--- src/rtl/seg_to_bcd_encoder.sv ---
// Recovers the digit shown on an active-low 7-segment bus: debounce, classify, hand out over valid/ready.
// Optional SEG_ERRCNT_EN adds a saturating err_count of accepted error events.
module seg_to_bcd_encoder #(
    parameter int unsigned STABLE_CYCLES = 4,
    parameter int unsigned CNT_W         = 3
) (
    input  logic       clock,
    input  logic       reset,
    input  logic [6:0] hex_in,
    input  logic       enable,
    input  logic       ready,
    output logic       valid,
    output logic [3:0] digit_out,
    output logic       blank_out,
    output logic       error_out,
    output logic       busy
`ifdef SEG_ERRCNT_EN
    ,
    output logic [7:0] err_count
`endif
);

    localparam int unsigned SEG_W = 7;
    localparam int unsigned DIG_W = 4;
    localparam logic [SEG_W-1:0] SEG_ZERO  = 7'b1000000;
    localparam logic [SEG_W-1:0] SEG_BLANK = 7'b1111111;
    localparam logic [CNT_W-1:0] CNT_ONE   = CNT_W'(1);
    localparam logic [CNT_W-1:0] CNT_LAST  = CNT_W'(STABLE_CYCLES - 1);

    typedef enum logic [1:0] {
        IDLE   = 2'd0,
        SETTLE = 2'd1,
        EMIT   = 2'd2
    } state_t;

    state_t             state, state_d;
    logic [SEG_W-1:0]   hex_q;
    logic [SEG_W-1:0]   last, last_d;
    logic [SEG_W-1:0]   cand, cand_d;
    logic [CNT_W-1:0]   cnt, cnt_d;
    logic               valid_d;
    logic [DIG_W-1:0]   digit_d;
    logic               blank_d;
    logic               error_d;
    logic [DIG_W-1:0]   dec_digit;
    logic               dec_blank;
    logic               dec_error;

    // Classify the settled candidate pattern.
    always_comb begin
        dec_digit = 4'hF;
        dec_blank = 1'b0;
        dec_error = 1'b0;
        case (cand)
            7'b1000000: dec_digit = 4'd0;
            7'b1111001: dec_digit = 4'd1;
            7'b0100100: dec_digit = 4'd2;
            7'b0110000: dec_digit = 4'd3;
            7'b0011001: dec_digit = 4'd4;
            7'b0010010: dec_digit = 4'd5;
            7'b0000010: dec_digit = 4'd6;
            7'b1111000: dec_digit = 4'd7;
            7'b0000000: dec_digit = 4'd8;
            7'b0010000: dec_digit = 4'd9;
            SEG_BLANK: begin
                dec_digit = 4'd10;
                dec_blank = 1'b1;
            end
            default:    dec_error = 1'b1;
        endcase
    end

    // Next-state and datapath updates.
    always_comb begin
        state_d = state;
        last_d  = last;
        cand_d  = cand;
        cnt_d   = cnt;
        valid_d = valid;
        digit_d = digit_out;
        blank_d = blank_out;
        error_d = error_out;
        case (state)
            IDLE: begin
                if (enable && (hex_q != last)) begin
                    state_d = SETTLE;
                    cand_d  = hex_q;
                    cnt_d   = CNT_ONE;
                end
            end
            SETTLE: begin
                if (!enable) begin
                    state_d = IDLE;
                    cnt_d   = '0;
                end else if (hex_q != cand) begin
                    // A glitch back to the last reported pattern is not a new event.
                    if (hex_q == last) begin
                        state_d = IDLE;
                        cnt_d   = '0;
                    end else begin
                        cand_d = hex_q;
                        cnt_d  = CNT_ONE;
                    end
                end else if (cnt == CNT_LAST) begin
                    state_d = EMIT;
                    valid_d = 1'b1;
                    digit_d = dec_digit;
                    blank_d = dec_blank;
                    error_d = dec_error;
                end else begin
                    cnt_d = cnt + CNT_ONE;
                end
            end
            EMIT: begin
                if (valid && ready) begin
                    state_d = IDLE;
                    valid_d = 1'b0;
                    last_d  = cand;
                end
            end
            default: state_d = IDLE;
        endcase
    end

    always_ff @(posedge clock or negedge reset) begin
        if (!reset) begin
            state <= IDLE;
            busy  <= 1'b0;
        end else begin
            state <= state_d;
            busy  <= (state_d != IDLE);
        end
    end

    always_ff @(posedge clock or negedge reset) begin
        if (!reset) begin
            hex_q     <= SEG_ZERO;
            last      <= SEG_ZERO;
            cand      <= '0;
            cnt       <= '0;
            valid     <= 1'b0;
            digit_out <= '0;
            blank_out <= 1'b0;
            error_out <= 1'b0;
        end else begin
            hex_q     <= hex_in;
            last      <= last_d;
            cand      <= cand_d;
            cnt       <= cnt_d;
            valid     <= valid_d;
            digit_out <= digit_d;
            blank_out <= blank_d;
            error_out <= error_d;
        end
    end

`ifdef SEG_ERRCNT_EN
    // Saturating count of accepted error events.
    always_ff @(posedge clock or negedge reset) begin
        if (!reset) begin
            err_count <= '0;
        end else if (valid && ready && error_out && (err_count != 8'hFF)) begin
            err_count <= err_count + 8'd1;
        end
    end
`endif

endmodule

--- config.mk ---
export PLATFORM = sky130hd
export DESIGN_NAME = seg_to_bcd_encoder
export DESIGN_NICKNAME = d
export VERILOG_FILES = /design/src/rtl/seg_to_bcd_encoder.sv
export SDC_FILE = /design/constraint.sdc
export NUM_CORES = 1
export LEC_CHECK = 0
export CAP_MARGIN = 20
export CORE_MARGIN = 5
export CORE_UTILIZATION = 35
export DETAILED_ROUTE_END_ITERATION = 10
export GPL_ROUTABILITY_DRIVEN = 0
export SYNTH_ARGS = -nofsm -noshare
export SYNTH_HDL_FRONTEND = slang
export SYNTH_SLANG_ARGS = --single-unit
--- constraint.sdc ---
create_clock -name clock -period 4.44 [get_ports clock]
set_input_delay 1.332 -clock clock [delete_from_list [all_inputs] [get_ports clock]]
set_output_delay 1.332 -clock clock [all_outputs]
set_load 0.02 [all_outputs]
==> results.sh <==
export IMPL_htree_levels=2
export IMPL_setup_viol=0
export IMPL_vias=1140
export IMPL_port_buffers=18
export IMPL_cts_sinks=34
export IMPL_power_frac_seq_pct=50.7
export IMPL_worst_pin_slew_ns=0.454
export IMPL_synth_warnings=0
export IMPL_p_sw_mw=0.163
export IMPL_area_delta_synth_final_pct=18.2
export IMPL_wl_per_cell_microns=14.1
export IMPL_regArea_sq_um=853
export IMPL_outcome="complete, no violations"
export IMPL_fin_worst_skew_ns=0.00439
export IMPL_synthArstFlopShare_pct=100
export IMPL_synthXorXnorAreaFrac_pct=7.54
export IMPL_cts_resized=0
export IMPL_yosys_area_share_simple_pct=16.2
export IMPL_yosys_area_share_adder_pct=1.44
export IMPL_cts_root_buffer="clkbuf_8"
export IMPL_hp_class="reg -> reg"
export IMPL_design_area_sq_um=2060
export IMPL_synth_sequential_area_ratio_pct=49.0
export IMPL_max_slew_margin_pct=69.7
export IMPL_dpl_hpwl_microns=2450
export IMPL_antenna_found_initial=0
export IMPL_track_usage_pct=11.2
export IMPL_multi_input_area_sq_um=791
export IMPL_clockBufferDepth=2
export IMPL_start_util_pct=36.4
export IMPL_cp_arrival_ns=2.97
export IMPL_ys_seq_elements=34
export IMPL_cts_reportedPaths_clkPinSlew_ns=0.07
export IMPL_cts_hold_buf=0
export IMPL_drt_total_wl_microns=3320
export IMPL_synth_compound_area_share_pct=8.62
export IMPL_timing_fmax_mhz=357
export IMPL_cellInternalPower_mw=0.518
export IMPL_swShare_pct=23.9
export IMPL_overflow=0
export IMPL_clkPwrFrac_pct=38.9
export IMPL_rsz0062_at_grt="false"
export IMPL_powerDensity_nw_per_um2=331
export IMPL_pwr_share_comb_pct=10.3
export IMPL_ioPinCount=19
export IMPL_hold_viol=0
export IMPL_finalSetupTns_ns=0
export IMPL_slowest_delay_ns=0.53
export IMPL_endpoint_kind="flip-flop"
export IMPL_postCtsSetupBuffers=0
export IMPL_fillers=464
export IMPL_die_x_microns=80.5
export IMPL_start_kind="primary input"
export IMPL_placementRows=25
export IMPL_maxSlewViolCount=0
export IMPL_power_total_mw=0.681
export IMPL_grt_pass1_wl_microns=5510
export IMPL_irDropWorstVdd_v=0.000267
export IMPL_power_leakage_nw=0.896
export IMPL_drt_initial_drc_count=38
export IMPL_period_needed_ns=2.80
export IMPL_viasPerCell=4.85
export IMPL_ant_nets=0
export IMPL_path_cells="clkdlybuf4s50_1 -> or2b_2 -> a211o_1 -> mux2_4"
export IMPL_grt_pass1_vias=1182
export IMPL_die_area_sq_um=6490
export IMPL_cts_buffers=5
export IMPL_core_area_sq_um=4790
export IMPL_clk_insertion_delay_late_ns=0.28
export IMPL_crit_slowest_cell="clkdlybuf4s50_1"
export IMPL_synth_fp_nets=162
export IMPL_route_detailed_drc=0
export IMPL_syn_area_sq_um=1740
export IMPL_period_share_pct=63.1
export IMPL_synthMuxAreaShare_pct=11.6
export IMPL_cp_max_fo=7
export IMPL_cts_tree="done"
export IMPL_drtPass1Iterations=4
export IMPL_die_height_microns=80.5
export IMPL_final_nets=180
export IMPL_syn_area_per_cell_sq_um=11.7
export IMPL_drive_gt1_share_pct=18.5
export IMPL_synth_enable_flop_cells=0
export IMPL_grt_max_degree=35
export IMPL_syn_inst=149
export IMPL_post_dp_cell_area_sq_um=1950
export IMPL_cp_required_ns=4.61
export IMPL_synth_top_family_by_area="simple AND/OR/NAND/NOR gates"
export IMPL_num_antenna_cells=0
export IMPL_synth_ff_type="dfrtp_1"
export IMPL_yosysUniqueCellTypes=48
export IMPL_path_class="in -> reg"
export IMPL_cap_violations=0
power groups by stage:
stage | Sequential [mW] | Clock [mW] | Combinational [mW]
final | 0.345 | 0.265 | 0.0705
after global routing | 0.348 | 0.287 | 0.0782
after CTS | 0.345 | 0.273 | 0.0714
after detailed placement | 0.350 | 0 | 0.0712
after global placement | 0.350 | 0 | 0.0687
after floorplan | 0.335 | 0 | 0.0675
area by class of cell:
type	instances	share of cell area (%)
Timing Repair Buffer	20	9.48
Tap cell	67	4.07
Sequential cell	34	41.4
Multi-Input combinational cell	99	38.4
Inverter	7	1.28
Clock buffer	8	5.35
Yosys cell counts, types with 3 or more instances:
cell type  number  area, sq um
a21boi_0        3         22.5
a21oi_1         5         25.0
and2_1          3         18.8
buf_4           3         22.5
buf_6           3         33.8
dfrtp_1        32          801
inv_1           7         26.3
mux2_2          6         67.6
mux2_4          7          105
mux2i_1         3         30.0
nand2_1         3         11.3
nand3_1         5         25.0
nand4_1         3         18.8
nor2_1          9         33.8
nor3_1          3         15.0
o21ai_0         3         15.0
xnor2_1        10         87.6
xor2_1          5         43.8
stage by stage:
step	utilization [%]	setup slack, ns	instances	hold slack [ns]
2_1_floorplan	-	2.02	149	0.470
5_1_grt	43.0	1.62	235	0.544
6_report	43.0	1.64	235	0.496
3_3_place_gp	40.7	1.37	227	0.480
3_5_place_dp	40.7	1.35	227	0.487
4_1_cts	43.0	1.64	235	0.501
layer usage:
metal | part of all wire (%) | wire [microns] | GRT usage [%] | vias to the layer above
met4 | 1.5 | 50 | 4.56 | 0
met2 | 49 | 1640 | 18.9 | 26
met5 | 0 | 0 | 0 | -
met1 | 45 | 1480 | 13.3 | 552
li1 | - | - | - | 558
met3 | 4.5 | 150 | 3.36 | 4
kinds of logic (layout without fill, tap and decap cells):
| group | count (synthesis) | count (layout) |
|---|---|---|
| compound gates | 22 | 22 |
| simple gates | 44 | 44 |
| xor+xnor | 15 | 15 |
| fa+ha+maj | 2 | 2 |
| mux | 16 | 16 |
| flops | 34 | 34 |
| buf+inv | 16 | 35 |
critical path, delay by kind of cell:
family                 cells  cell delay [ns]
AO/OA/AOI/OAI              1             0.41
AND/OR/NAND/NOR            1             0.34
multiplexers               1             0.35
buffers and inverters      1             0.53
flip-flops by register name, summed over array words and instances, names as in the netlist:
register,cells
last,7
cand,7
blank_out,1
cnt,3
valid,1
error_out,1
busy,1
hex_q,7
digit_out,4
state,2
worst paths after layout:
check / from / endpoint / slack, ns / cells past startpoint
max in group asynchronous: reset / hex_q[6]$_DFF_PN1_ / 2.64 / 2
setup reg to reg: hex_q[2]$_DFF_PN0_ / cand[2]$_DFFE_PN0P_ / 2.39 / 5
hold / removal: error_out$_DFFE_PN0P_ / error_out$_DFFE_PN0P_ / 0.50 / 2
min in group asynchronous: reset / cnt[1]$_DFFE_PN0P_ / 1.47 / 2
setup / recovery: enable / cand[2]$_DFFE_PN0P_ / 1.64 / 4
hold reg to reg: error_out$_DFFE_PN0P_ / error_out$_DFFE_PN0P_ / 0.50 / 2
cells in the final DEF, fill, tap and decap left out, types with 2 or more instances in the layout:
cell,n
dfstp_2,2
and2_1,3
buf_4,2
nor3_1,3
nor2_1,9
mux2_2,6
mux2i_1,3
mux2_4,7
nor3b_1,2
clkbuf_8,8
clkdlybuf4s50_1,18
dfrtp_1,32
nand3_1,5
a2111oi_0,2
inv_1,7
o21ai_0,3
a21oi_1,5
xor2_1,5
nor2b_1,2
nand4_1,3
nand2_1,3
xnor2_1,10
a21boi_0,3
ha_1,2
(Power assumes the default switching activity.)
